<file path="config.mk">
export PLATFORM = sky130hd
export DESIGN_NAME = thermo_peak_meter_flat
export DESIGN_NICKNAME = d
export VERILOG_FILES = /design/src/rtl/thermo_pkg.sv /design/src/rtl/thermo_peak_meter_if.sv /design/src/rtl/thermo_decode.sv /design/src/rtl/thermo_peak_meter.sv /design/src/flat_wrapper.sv
export SDC_FILE = /design/constraint.sdc
export NUM_CORES = 1
export LEC_CHECK = 0
export CAP_MARGIN = 40
export CORE_UTILIZATION = 55
export DETAILED_ROUTE_END_ITERATION = 6
export GPL_TIMING_DRIVEN = 0
export PLACE_DENSITY = 0.79
export SLEW_MARGIN = 0
export SYNTH_ARGS = -nofsm -noshare
export SYNTH_HDL_FRONTEND = slang
export SYNTH_HIERARCHICAL = 1
export SYNTH_SLANG_ARGS = --single-unit
</file>
<file path="constraint.sdc">
create_clock -name clk -period 6.5 [get_ports clk]
set_input_delay 1.3 -clock clk [delete_from_list [all_inputs] [get_ports clk]]
set_output_delay 1.3 -clock clk [all_outputs]
set_load 0.005 [all_outputs]
</file>
<file path="src/rtl/thermo_pkg.sv">
// Shared types and helpers for the thermometer peak meter.
// Peak FSM encodings and a constant log2 used to size counters.
package thermo_pkg;

   typedef enum logic [1:0] {
      TRACK = 2'd0,
      HOLD  = 2'd1,
      DECAY = 2'd2
   } pk_state_e;

   // Ceiling log2; 0 for v <= 1 (callers clamp to 1 bit).
   function automatic int clog2(input int v);
      int r;
      r = 0;
      for (int i = 0; i < 32; i++) begin
         if ((1 << r) < v) r++;
      end
      return r;
   endfunction

endpackage

</file>
<file path="src/rtl/thermo_peak_meter_if.sv">
// Sample-in / display-out bundle of the peak meter.
// master: en, sample_valid, level, mode out; d_out, peak, clip in.
interface thermo_peak_meter_if #(
   parameter int LEVEL_W = 3,
   parameter int SEGS    = 7
);
   logic               en;
   logic               sample_valid;
   logic [LEVEL_W-1:0] level;
   logic               mode;
   logic [SEGS-1:0]    d_out;
   logic [LEVEL_W-1:0] peak;
   logic               clip;

   modport master (
      output en, sample_valid, level, mode,
      input  d_out, peak, clip
   );

   modport slave (
      input  en, sample_valid, level, mode,
      output d_out, peak, clip
   );
endinterface

</file>
<file path="src/rtl/thermo_decode.sv">
// Level to segment mask: bar (bits below lvl) or dot (bit lvl-1).
// lvl_i level, mode_i 0 bar / 1 dot, mask_o segment mask.
module thermo_decode #(
   parameter int LEVEL_W = 3,
   parameter int SEGS    = 7
) (
   input  logic [LEVEL_W-1:0] lvl_i,
   input  logic               mode_i,
   output logic [SEGS-1:0]    mask_o
);

   always_comb begin
      mask_o = '0;
      for (int i = 0; i < SEGS; i++) begin
         if (mode_i)
            mask_o[i] = (lvl_i == LEVEL_W'(i + 1));
         else
            mask_o[i] = (lvl_i > LEVEL_W'(i));
      end
   end

endmodule

</file>
<file path="src/rtl/thermo_peak_meter.sv">
// Bar/dot level meter with peak-hold marker that holds, then decays.
// clk, rst (sync, active high); bus: sample in, d_out/peak/clip out.
module thermo_peak_meter
   import thermo_pkg::*;
#(
   parameter int LEVEL_W   = 3,
   parameter int SEGS      = 7,
   parameter int HOLD_CYC  = 8,
   parameter int DECAY_CYC = 4
) (
   input logic                clk,
   input logic                rst,
   thermo_peak_meter_if.slave bus
);

   localparam int HW = (clog2(HOLD_CYC) < 1) ? 1 : clog2(HOLD_CYC);
   localparam int DW = (clog2(DECAY_CYC) < 1) ? 1 : clog2(DECAY_CYC);
   localparam logic [LEVEL_W-1:0] SEGS_L = LEVEL_W'(SEGS);
   localparam logic [HW-1:0] HOLD_LD = HW'(HOLD_CYC - 1);
   localparam logic [DW-1:0] DEC_LD  = DW'(DECAY_CYC - 1);
   localparam logic [LEVEL_W:0] ONE  = (LEVEL_W + 1)'(1);

   logic [LEVEL_W-1:0] lvl_q, lvl_d;
   logic [LEVEL_W-1:0] peak_q, peak_d;
   logic [HW-1:0]      hold_q, hold_d;
   logic [DW-1:0]      dec_q, dec_d;
   pk_state_e          st_q, st_d;
   logic               clip_q, clip_d;

   logic               cap;
   logic               over;
   logic [LEVEL_W-1:0] s;
   logic [SEGS-1:0]    base_m, peak_m;

   assign cap  = bus.en & bus.sample_valid;
   assign over = bus.level > SEGS_L;
   assign s    = over ? SEGS_L : bus.level;

   always_ff @(posedge clk) begin
      if (rst) begin
         lvl_q  <= '0;
         peak_q <= '0;
         hold_q <= '0;
         dec_q  <= '0;
         st_q   <= TRACK;
         clip_q <= 1'b0;
      end else begin
         lvl_q  <= lvl_d;
         peak_q <= peak_d;
         hold_q <= hold_d;
         dec_q  <= dec_d;
         st_q   <= st_d;
         clip_q <= clip_d;
      end
   end

   always_comb begin
      lvl_d  = lvl_q;
      peak_d = peak_q;
      hold_d = hold_q;
      dec_d  = dec_q;
      st_d   = st_q;
      clip_d = cap & over;
      if (bus.en) begin
         if (cap) lvl_d = s;
         if (cap && s >= peak_q) begin
            peak_d = s;
            hold_d = HOLD_LD;
            st_d   = HOLD;
         end else begin
            unique case (st_q)
               TRACK: begin
                  if (cap) begin
                     hold_d = HOLD_LD;
                     st_d   = HOLD;
                  end
               end
               HOLD: begin
                  if (hold_q == '0) begin
                     dec_d = DEC_LD;
                     st_d  = DECAY;
                  end else begin
                     hold_d = hold_q - 1'b1;
                  end
               end
               DECAY: begin
                  if (dec_q == '0) begin
                     dec_d = DEC_LD;
                     // peak-1 <= lvl, written without underflow
                     if ({1'b0, peak_q} <= {1'b0, lvl_d} + ONE) begin
                        peak_d = lvl_d;
                        st_d   = TRACK;
                     end else begin
                        peak_d = peak_q - 1'b1;
                     end
                  end else begin
                     dec_d = dec_q - 1'b1;
                  end
               end
               default: st_d = TRACK;
            endcase
         end
      end
   end

   thermo_decode #(.LEVEL_W(LEVEL_W), .SEGS(SEGS)) u_base (
      .lvl_i  (lvl_q),
      .mode_i (bus.mode),
      .mask_o (base_m)
   );

   thermo_decode #(.LEVEL_W(LEVEL_W), .SEGS(SEGS)) u_peak (
      .lvl_i  (peak_q),
      .mode_i (1'b1),
      .mask_o (peak_m)
   );

   assign bus.d_out = bus.en ? (base_m | peak_m) : '0;
   assign bus.peak  = peak_q;
   assign bus.clip  = clip_q & bus.en;

endmodule

</file>
<file path="src/flat_wrapper.sv">
// flat-port wrapper written by rule: the top's interface ports become plain ports
module thermo_peak_meter_flat import thermo_pkg::*;
#(
   parameter int LEVEL_W   = 3,
   parameter int SEGS      = 7,
   parameter int HOLD_CYC  = 8,
   parameter int DECAY_CYC = 4
)
  (clk, rst, bus_en, bus_sample_valid, bus_level, bus_mode, bus_d_out, bus_peak, bus_clip);
  thermo_peak_meter_if #(.LEVEL_W(LEVEL_W), .SEGS(SEGS)) bus_i ();
  input logic clk;
  input logic rst;
  input wire logic [$bits(bus_i.en)-1:0] bus_en;
  input wire logic [$bits(bus_i.sample_valid)-1:0] bus_sample_valid;
  input wire logic [$bits(bus_i.level)-1:0] bus_level;
  input wire logic [$bits(bus_i.mode)-1:0] bus_mode;
  output wire logic [$bits(bus_i.d_out)-1:0] bus_d_out;
  output wire logic [$bits(bus_i.peak)-1:0] bus_peak;
  output wire logic [$bits(bus_i.clip)-1:0] bus_clip;
  assign bus_i.en = bus_en;
  assign bus_i.sample_valid = bus_sample_valid;
  assign bus_i.level = bus_level;
  assign bus_i.mode = bus_mode;
  assign bus_d_out = bus_i.d_out;
  assign bus_peak = bus_i.peak;
  assign bus_clip = bus_i.clip;
  thermo_peak_meter #(.LEVEL_W(LEVEL_W), .SEGS(SEGS), .HOLD_CYC(HOLD_CYC), .DECAY_CYC(DECAY_CYC)) u_core (.clk(clk), .rst(rst), .bus(bus_i));
endmodule
</file>
**After elaboration in Yosys (flattened, before gate mapping)**

Cells that the tools add are included.

- Bits of input ports: 8
- Flip-flop bits (word level): 14
- Output and inout bits: 11
- Logic and storage cells: 87

- Order comparisons: 10
- Equality and inequality tests: 22
- Reduce and logical (&&, ||, !) cells: 12
- Muxes and demuxes: 28
- Add/subtract/negate cells: 4
- Bitwise logic cells: 5

Operators with widths:

| cell | number |
|---|---|
| 3-bit 2-to-1 mux | 10 |
| 3-bit equality test (second input constant) | 8 |
| 2-bit 2-to-1 mux | 7 |
| 3-bit by 2-bit equality test with 1-bit output (second input constant) | 4 |
| 3-bit > comparator (second input constant) | 4 |
| 3-bit by 1-bit != test with 1-bit output (second input constant) | 4 |
| 4-bit AND reduction | 2 |
| 1-bit 2-to-1 mux | 7 |
| 7-bit 2-to-1 mux | 1 |
| 7-bit OR | 1 |
| 3-bit by 1-bit equality test with 1-bit output (second input constant) | 2 |
| 3-bit by 1-bit > comparator with 1-bit output (second input constant) | 2 |
| 3-bit by 2-bit > comparator with 1-bit output (second input constant) | 2 |
| 2-bit case mux with 3 select lines | 1 |
| 3-bit case mux with 2 select lines | 1 |
| 2-bit nonzero test | 3 |
| 3-bit by 1-bit subtractor with 3-bit output (second input constant) | 2 |
| 5-bit AND reduction | 1 |
| 3-bit by 1-bit adder with 4-bit output (second input constant) | 1 |
| 3-bit by 4-bit less-or-equal comparator with 1-bit output | 1 |
| 2-bit logical NOT | 2 |
| 2-bit case mux with 2 select lines | 1 |
| 1-bit AND | 3 |
| 3-bit >= comparator | 1 |
| 10 further kinds | 10 |

**Logic depth before layout (Yosys ltp)**

Gate-level depths: netlist (run 1).

- Depth after elaboration: 10
- Depth in mapped cells: 12

**Hierarchy**

The synthesis (run 1) kept the hierarchy.

Modules (own cells, without submodules):

| module | sequential area each (µm²) | cells each | area each (µm²) | instances |
|---|---|---|---|---|
| thermo_peak_meter | 280.3 | 138 | 1098.6 | 1 |
| thermo_decode | 0.0 | 14 | 91.3 | 2 |

**Worst setup path before layout (run 1)**

OpenSTA, ideal clock, no wires.

- Kind: in2reg
- Start point: in bus_sample_valid
- End point: reg u_core.peak_q[1], in the netlist u_core/bus.peak[1]
- Slack: 2920 ps
- Setup time: 122 ps
- Data arrival time: 3458 ps
- Data required time: 6378 ps
- Stages on the path: 12
- Buffers on the path: 1
- Cell sequence: and2_1 buf_4 mux2i_2 inv_1 ha_1 xor2_1 ha_1 and3_1 a21oi_1 o21ai_0 o31ai_1 nor3_1

- Longest elaborated chain between the ends: 9

Ends and longest elaborated chain:

| item | line | text |
|---|---|---|
| start, declared | flat_wrapper.sv:14 | `input wire logic [$bits(bus_i.sample_valid)-1:0] bus_sample_valid;` |
| 1-bit AND * | thermo_peak_meter.sv:35 | `assign cap = bus.en & bus.sample_valid;` |
| 3-bit 2-to-1 mux | thermo_peak_meter.sv:65 | `if (cap) lvl_d = s;` |
| 3-bit 2-to-1 mux | thermo_peak_meter.sv:64 | `if (bus.en) begin` |
| 3-bit by 1-bit adder with 4-bit output | thermo_peak_meter.sv:90 | `if ({1'b0, peak_q} <= {1'b0, lvl_d} + ONE) begin` |
| 3-bit by 4-bit less-or-equal comparator with 1-bit output | thermo_peak_meter.sv:90 |  |
| 3-bit 2-to-1 mux | thermo_peak_meter.sv:90 |  |
| 3-bit 2-to-1 mux | thermo_peak_meter.sv:87 | `if (dec_q == '0) begin` |
| 3-bit 2-to-1 mux | thermo_peak_meter.sv:71 | `unique case (st_q)` |
| 3-bit 2-to-1 mux | thermo_peak_meter.sv:66 | `if (cap && s >= peak_q) begin` |
| end signal, assigned | thermo_peak_meter.sv:49 | `peak_q <= peak_d;` |
| end, declared | thermo_peak_meter.sv:24 | `logic [LEVEL_W-1:0] peak_q, peak_d;` |

Every way passes the cells marked *; elsewhere a longest branch is shown, timed or not. The select of a mux whose other input is x is not followed.
A chain may end at the register's enable or synchronous reset.

**Final worst setup path (run 1)**

- Start point: in bus_en
- End point: reg u_core.peak_q[1], in the netlist u_core/bus.peak[1]

- Longest elaborated chain between the ends: 9

Ends and longest elaborated chain:

| item | line | text |
|---|---|---|
| start, declared | flat_wrapper.sv:13 | `input wire logic [$bits(bus_i.en)-1:0] bus_en;` |
| 1-bit AND | thermo_peak_meter.sv:35 |  |
| 3-bit 2-to-1 mux | thermo_peak_meter.sv:65 |  |
| 3-bit 2-to-1 mux | thermo_peak_meter.sv:64 |  |
| 3-bit by 1-bit adder with 4-bit output | thermo_peak_meter.sv:90 |  |
| 3-bit by 4-bit less-or-equal comparator with 1-bit output | thermo_peak_meter.sv:90 |  |
| 3-bit 2-to-1 mux | thermo_peak_meter.sv:90 |  |
| 3-bit 2-to-1 mux | thermo_peak_meter.sv:87 |  |
| 3-bit 2-to-1 mux | thermo_peak_meter.sv:71 |  |
| 3-bit 2-to-1 mux | thermo_peak_meter.sv:66 |  |

Parallel ways exist; a longest one is shown, timed or not. The select of a mux whose other input is x is not followed.

==> metrics.txt, run 1 <==
Setup Buffers After CTS 0; Residual DRC 0; Worst-path clk slew ~0.090 ns; switching pwr a little under 0.1 mW; final instance area between 1500 and 2000 um^2; status complete, no violations; routed vias about 1,200; die height slightly above 50 um; Crit. End Element flop; final cycle utilization of the critical path about two thirds; worst hold path type reg -> reg; most common cell after layout, fill and taps aside clkdlybuf4s50_1; Syn Area/Cell slightly below 8 um^2; max-cap violations 0; EDFF count, synth 0; Max VDD drop about 0.14 mV; clock sinks 14; total internal power about 0.18 mW; FP Rows 17; First-pass DRT Iterations 4; CTS Hold Bufs 0; share of layout cells above drive strength 1 ~7.8%; Clock power frac 23.4%; Root Driver clkbuf_4; hpwl dp about 2200 um; Starting Density 57.92%; worst setup margin 2.111 ns; asr flop ratio synth 0%; Final Critical Period approximately 4.4 ns; final core occ between 60% and 70%; Max clock buf depth 2; Setup Viol. Count Final 0; Combinational Power Share 39.5%; fillers approximately 190; Syn. warnings 6; Buffers on Ports 17; num ports 19; Flop pwr share 37.1%; drt initial violations 29; antenna violations before repair 0; final wirelength roughly 2900 um; PwrDens ~180 nW/um^2; Cells after Synth about 170; first-pass GRT wire length 5057 um; Synth Flop Type dfxtp_1; post-route setup TNS 0 ns; WL per Instance 13.22 um; Core Footprint ~2200 um^2; endpoints failing hold 0; Seq/Total Area, Yosys a little over a fifth; post-layout power between 0.2 and 0.3 mW; RSZ-0062 raised after global routing no; Worst Skew a little under 0.009 ns; total grt overflow 0; largest net degree at the start of global routing 13; GRT Util Overall 25.91%; n_diodes 0; routability cong. approximately 0.87; mapped cell area approximately 1300 um^2; Placed Area 1505 um^2; clk_lat worst skew around 0.29 ns; Die X between 50 and 60 um; Die ar. around 2500 um^2; Vias per Instance between 5 and 6; Routed Antenna Nets 0; count of final max-slew check failures 0; f_max between 200 and 250 MHz; Crit Path Max Fanout 8; vias in the first global route between 1,000 and 1,500; TritonCTS clock tree done; cts repair resizes 0; dpl ws approximately 1.9 ns; synthesis-stage register bit count 14; slew of the pin with the lowest slew margin between 0.6 and 0.7 ns; H-Tree Depth 1; switching portion of total power a little over a third; Arr. time, crit path ~4.6 ns; Slew HR between 50% and 60%; Inserted Clock Buffers 3; P&R area growth vs syn 20.31%; most frequent cells in the layout clkdlybuf4s50_1 (17), inv_1 (16), ha_1 (14), dfxtp_1 (14); nets@finish roughly 220; Synth cell types between 40 and 50; Leakage Power 0.6347 nW; startpoint types input port; Worst EP required about 6.7 ns; WS Path Type in -> reg
==> per-layer routing <==
metal / track usage, % / part of all wire, %
met1: 34.02 / 51
met3: 3.030 / 2.4
met5: 0 / 0
met2: 43.56 / 46
met4: 8.571 / 0.83
==> power groups by stage <==
| stage | Clock (mW) | Combinational (mW) | Sequential [mW] |
|---|---|---|---|
| floorplan | 0 | 0.0757 | 0.103 |
| global placement | 0 | 0.104 | 0.104 |
| detailed placement | 0 | 0.108 | 0.105 |
| CTS | 0.0670 | 0.108 | 0.103 |
| global route | 0.0693 | 0.123 | 0.104 |
| finish | 0.0648 | 0.110 | 0.103 |
==> final timing paths <==
check,start,end,slack (ns),depth (start not counted)
hold reg to reg,u_core/hold_q[0],u_core/hold_q[0],0.47,1
setup reg to reg,u_core/lvl_q[0],u_core/bus.peak[1],3.72,10
hold / removal,u_core/hold_q[0],u_core/hold_q[0],0.47,1
setup / recovery,bus_en,u_core/bus.peak[1],2.11,13
==> registers in the layout, summed over array words and instances, names as in the netlist <==
register / count
u_core/bus.peak: 3
u_core/clip_q: 1
u_core/dec_q: 2
u_core/hold_q: 3
u_core/lvl_q: 3
u_core/st_q: 2
==> cell usage after synthesis (2+ instances only) <==
cell	count	area share, %
inv_1	16	4.7
dfxtp_1	14	22
ha_1	14	14
a21oi_1	11	4.3
nand2_1	11	3.2
o21a_1	11	6.4
nor2_1	9	2.6
o21ai_0	8	3.1
and3_1	6	2.9
nand3_1	6	2.3
and2_1	4	2.0
clkbuf_1	4	1.2
mux2i_1	4	3.1
nor3_1	4	1.6
o31ai_1	3	1.8
a211oi_1	2	1.2
a21boi_1	2	1.2
and3_2	2	1.2
buf_6	2	1.8
conb_1	2	0.59
nand2b_1	2	0.98
nand4_1	2	0.98
nor2b_1	2	0.98
o21ai_1	2	0.78
o31a_1	2	1.4
or2_1	2	0.98
or4_1	2	1.2
==> per-stage QoR <==
| step | std cells | hold slack (ns) |
|---|---|---|
| 4_1_cts | 220 | 0.4702 |
| 5_1_grt | 220 | 0.4922 |
| 3_5_place_dp | 216 | 0.4542 |
| 3_3_place_gp | 216 | 0.4587 |
| 6_report | 220 | 0.4660 |
| 2_1_floorplan | 171 | 0.4367 |
==> critical path, cell delays in order <==
cell and delay [ns]:
clkdlybuf4s50_1 0.62, and2_1 0.17, buf_4 0.15, mux2i_2 0.37, inv_1 0.08, ha_1 0.20
xor2_1 0.16, ha_1 0.32, and3_1 0.15, a21oi_1 0.40, o21ai_0 0.27, o31ai_1 0.31
nor3_1 0.08
==> final cells by class <==
cell class | instances | area, um^2 | area share, %
multi-input combinational | 133 | 910.9 | 59.09
sequential | 14 | 280.3 | 18.18
tap | 28 | 35.03 | 2.273
timing repair buffer | 17 | 170.2 | 11.04
inverter | 16 | 60.06 | 3.896
clock buffer | 4 | 36.28 | 2.354
buffer | 8 | 48.80 | 3.166
==> cells by family (layout without fill, tap and decap cells) <==
kind of cell    Yosys count  in the layout  synth area share (%)
other cells               2              7                0.5862
simple gates             55             55                 22.95
xor+xnor                  1              1                0.6837
flops                    14             14                 21.88
fa+ha+maj                14             14                 13.67
mux                       6              6                 5.078
compound gates           50             50                 26.66
buf+inv                  24             45                 8.496
(Power assumes the default switching activity.)
==> run 2, diff against run 1 <==
- CORE_UTILIZATION: 55 -> 54
- PLACE_DENSITY: 0.79 -> 0.78
- clock period: 6.5 -> 4.5 ns (I/O delays scaled with it)
==> metrics.txt, run 2 (synthesized netlist as in run 1, its figures left out) <==
Slew HR 58.70% (+5.5 points); worst hold path type reg -> reg; Worst EP required 4.66 ns (-2.02 ns); switching pwr 0.1328 mW (+37%); worst setup margin 0.6043 ns (-1.506 ns); Worst Skew 0.001818 ns (-0.006866 ns); First-pass DRT Iterations 4 (unchanged); total internal power 0.2422 mW (+34%); Leakage Power 0.6275 nW (-1.1%); num ports 19 (unchanged); most common cell after layout, fill and taps aside clkdlybuf4s50_1; count of final max-slew check failures 0 (unchanged); P&R area growth vs syn 19.24%; Max VDD drop 0.2063 mV (+47%); RSZ-0062 raised after global routing no; drt initial violations 28 (-3.4%); Root Driver clkbuf_4; cts repair resizes 0 (unchanged); Die X 50.71 um (+0.89%); f_max around 260 MHz; PwrDens 245.5 nW/um^2 (+36%); clk_lat worst skew 0.27 ns (-0.02 ns); CTS Hold Bufs 0 (unchanged); routed vias 1,233 (+0.57%); die height 50.71 um (+0.89%); Buffers on Ports 17 (unchanged); WS Path Type in -> reg; Die ar. 2572 um^2 (+1.8%); total grt overflow 0 (unchanged); Setup Buffers After CTS 0 (unchanged); Final Critical Period slightly below 4 ns; Combinational Power Share 42.0% (+2.5 points); status complete, no violations; clock sinks 14 (unchanged); Max clock buf depth 2 (unchanged); Inserted Clock Buffers 3 (unchanged); DP Cell Count 216 (unchanged); WL per Instance 12.77 um (-3.4%); first-pass GRT wire length 4581 um (-9.4%); slew of the pin with the lowest slew margin 0.6130 ns (-0.08105 ns); max-cap violations 0 (unchanged); Arr. time, crit path 4.06 ns (-0.51 ns); GRT Util Overall 23.58% (-2.3 points); final cycle utilization of the critical path roughly 87%; share of layout cells above drive strength 1 7.330% (-0.48 points); hold slack 0.4860 ns (+0.02001 ns); Multi-input gate area 910.9 um^2 (unchanged); Routed Antenna Nets 0 (unchanged); Residual DRC 0 (unchanged); Crit. End Element flop; nets@finish 215 (unchanged); Worst-path clk slew 0.08 ns (about the same); largest net degree at the start of global routing 13 (unchanged); H-Tree Depth 1 (unchanged); dpl ws 0.3599 ns (-1.517 ns); FP Rows 17 (unchanged); vias in the first global route 1,079 (-8.4%); endpoints failing hold 0 (unchanged); Core Footprint 2233 um^2 (+0.96%); n_diodes 0 (unchanged); Starting Density 57.37% (-0.55 points); post-route setup TNS 0 ns (unchanged); hpwl dp 2161 um (-2.5%); Setup Viol. Count Final 0 (unchanged); most frequent cells in the layout clkdlybuf4s50_1 (17), inv_1 (16), ha_1 (14), dfxtp_1 (14); antenna violations before repair 0 (unchanged); switching portion of total power 35.40% (+0.39 points); fillers 213 (+15%); TritonCTS clock tree done; Crit Path Max Fanout 8 (unchanged); routability cong. 0.8681 (about the same); post-layout power 0.3750 mW (+35%); Vias per Instance 5.630 (+1.0%); final wirelength 2797 um (-3.9%); Flop pwr share 39.7% (+2.6 points); startpoint types input port; register area 280.3 um^2 (unchanged); Finished Layout Cells 219 (-0.45%); Clock power frac 18.3% (-5.1 points)
-- run 2: power groups by stage --
| stage | clock network (mW) | logic, mW | registers, mW |
|---|---|---|---|
| 6_report | 0.0687 | 0.157 | 0.149 |
| 5_1_grt | 0.0748 | 0.178 | 0.151 |
| 4_1_cts | 0.0716 | 0.157 | 0.149 |
| 3_5_place_dp | 0 | 0.156 | 0.152 |
| 3_3_place_gp | 0 | 0.149 | 0.151 |
| 2_1_floorplan | 0 | 0.109 | 0.148 |
-- run 2: final timing paths --
check	from	endpoint	slack, ns	cells after the start
setup / recovery	bus_en	u_core/bus.peak[1]	0.60	13
hold / removal	u_core/hold_q[0]	u_core/hold_q[0]	0.49	1
setup reg to reg	u_core/lvl_q[0]	u_core/bus.peak[1]	1.80	10
hold reg to reg	u_core/hold_q[0]	u_core/hold_q[0]	0.49	1
-- run 2: critical path: stages --
cell             delay (ns)
clkdlybuf4s50_1        0.60
and2_1                 0.16
buf_4                  0.14
mux2i_2                0.35
inv_1                  0.08
ha_1                   0.19
xor2_1                 0.16
ha_1                   0.33
and3_1                 0.15
a21oi_1                0.37
o21ai_0                0.24
o31ai_1                0.28
nor3_1                 0.08
-- run 2: through the flow --
step	instance area (um^2)	utilization, %
finish	1528	68.40
global route	1528	68.40
CTS	1528	68.40
detailed placement	1505	67.40
global placement	1505	67.40
floorplan	1300	-
-- run 2: area by class of cell --
| type | instances | area share, % |
|---|---|---|
| buffer | 8 | 3.194 |
| clock buffer | 3 | 1.474 |
| inverter | 16 | 3.931 |
| multi-input combinational | 133 | 59.62 |
| sequential | 14 | 18.35 |
| tap | 28 | 2.293 |
| timing repair buffer | 17 | 11.14 |
-- run 2: layer usage --
layer  wire length [um]  GRT usage (%)  vias up
met4                  0          8.333        0
met5                  0              0        -
met2               1334          40.89       32
li1                   -              -      638
met3                116          2.727        0
met1               1346          29.78      563
==> run 3, diff against run 2 <==
- CAP_MARGIN: 40 -> 20
- CORE_UTILIZATION: 54 -> 55
- DONT_BUFFER_PORTS: unset -> 1
- PLACE_DENSITY: 0.78 -> 0.68
==> metrics.txt, run 3 (synthesized netlist as in run 1, its figures left out) <==
num ports 19 (unchanged); final wirelength 2722 um (-2.7%); hold slack 0.4728 ns (-0.01323 ns); Hold Path Depth 1 (unchanged); H-Tree Depth 1 (unchanged); hold_sp u_core/hold_q[0]; Max VDD drop 0.2394 mV (+16%); First-pass DRT Iterations 6 (+2); reg2reg end u_core/bus.peak[1]; count of final max-slew check failures 0 (unchanged); post-route setup TNS 0 ns (unchanged); register area 280.3 um^2 (unchanged); Max clock buf depth 2 (unchanged); CP max stage delay 0.40 ns (-0.20 ns); final instance area 1371 um^2 (-10%); P&R area growth vs syn 7.032%; Residual DRC 0 (unchanged); Leakage Power 0.5728 nW (-8.7%); Placed Area 1335 um^2 (-11%); clk_lat worst skew 0.28 ns (about the same); Worst EP required 4.66 ns (about the same); hpwl dp 2071 um (-4.2%); RSZ-0062 raised after global routing no; TritonCTS clock tree done; most frequent cells in the layout inv_1 (16), ha_1 (14), dfxtp_1 (14); largest net degree at the start of global routing 13 (unchanged); Setup Buffers After CTS 0 (unchanged); total grt overflow 0 (unchanged); FF-to-FF setup slack 1.74 ns (-0.06 ns); Starting Density 57.92% (+0.55 points); post-layout power 0.3738 mW (-0.33%); Inserted Clock Buffers 3 (unchanged); Multi-input gate area 910.9 um^2 (unchanged); WS Path Type in -> reg; antenna violations before repair 0 (unchanged); endpoints failing hold 0 (unchanged); Buffers & Inverters on Critical Path 2 (-1); Arr. time, crit path 3.47 ns (-0.59 ns); drt initial violations 22 (-21%); most common cell after layout, fill and taps aside inv_1; reg2reg start u_core/lvl_q[0]; FP Rows 17 (unchanged); Slew HR 61.57% (+2.9 points); Worst Skew 0.007486 ns (+0.005668 ns); Final Critical Period 3.308 ns (-0.5873 ns); startpoint types input port; CP cell instances and2_1 > buf_4 > mux2i_2 > inv_1 > ha_1 > xor2_1 > ha_1 > and3_1 > a21oi_1 > o21ai_0 > o31ai_1 > nor3_1; Vias per Instance 5.818 (+3.3%); R2R depth 10 (unchanged); Die ar. 2527 um^2 (-1.7%); Buffers on Ports 0 (-17); max-cap violations 0 (unchanged); nets@finish 198 (-7.9%); first-pass GRT wire length 4333 um (-5.4%); routability cong. 0.8555 (-1.5%); slew of the pin with the lowest slew margin 0.5704 ns (-0.04257 ns); CTS Hold Bufs 0 (unchanged); Worst-path clk slew 0.08 ns (about the same); Die X 50.27 um (-0.88%); PwrDens 272.6 nW/um^2 (+11%); fillers 212 (-0.47%); Hold Crit Endpoint u_core/hold_q[0]; routed vias 1,181 (-4.2%); slowest CP cell mux2i_2; die height 50.27 um (-0.88%); Crit Path Max Fanout 7 (-1); Crit. End Element flop; f_max 302.3 MHz (+18%); GRT Util Overall 22.22% (-1.4 points); share of layout cells above drive strength 1 8.571% (+1.2 points); Setup Viol. Count Final 0 (unchanged); WL per Instance 13.41 um (+5.0%); final cycle utilization of the critical path 73.52% (-13 points); status complete, no violations; n_diodes 0 (unchanged); cell mode on critical path ha_1; clock sinks 14 (unchanged); worst hold path type reg -> reg; Core Footprint 2212 um^2 (-0.95%); cts repair resizes 0 (unchanged); Routed Antenna Nets 0 (unchanged); vias in the first global route 1,031 (-4.4%); Root Driver clkbuf_4; CP top delay family compound AO/OA/AOI/OAI gates
run 3: where the power goes:
| group | internal [mW] | switching, mW | leakage (nW) | total (mW) |
|---|---|---|---|---|
| Clock | 0.0492 | 0.0412 | 0.0210 | 0.0904 |
| Combinational | 0.0595 | 0.0744 | 0.437 | 0.134 |
| Sequential | 0.135 | 0.0141 | 0.115 | 0.149 |
| Total | 0.244 | 0.130 | 0.573 | 0.374 |
run 3: metrics by stage:
step           std cells  utilization (%)  setup slack (ns)
6_report             203            61.99             1.192
5_1_grt              203            61.99             1.018
4_1_cts              203            61.99             1.280
3_5_place_dp         199            60.35            0.9712
3_3_place_gp         199            60.35             1.000
2_1_floorplan        171                -             1.320
run 3: final cells by class:
cell class | instances | area share [%]
Sequential cell | 14 | 20.44
Clock buffer | 4 | 2.646
Inverter | 16 | 4.380
Tap cell | 28 | 2.555
Buffer | 8 | 3.558
Multi-Input combinational cell | 133 | 66.42
run 3: per-layer routing:
metal	vias up	GRT usage, %	routed length (um)
met5	-	0	0
met4	0	10.48	30
met3	4	3.030	193
met2	41	37.11	1250
met1	532	27.83	1247
li1	604	-	-
run 3: how the worst max path moves through the flow:
stage	startpoint	end	slack, ns	depth (start not counted)
floorplan	bus_sample_valid	u_core/bus.peak[1]	1.32	12
global placement	bus_sample_valid	u_core/bus.peak[1]	1.00	12
detailed placement	bus_sample_valid	u_core/bus.peak[1]	0.97	12
CTS	bus_sample_valid	u_core/bus.peak[1]	1.28	12
global route	bus_sample_valid	u_core/bus.peak[1]	1.02	12
finish	bus_sample_valid	u_core/bus.peak[1]	1.19	12
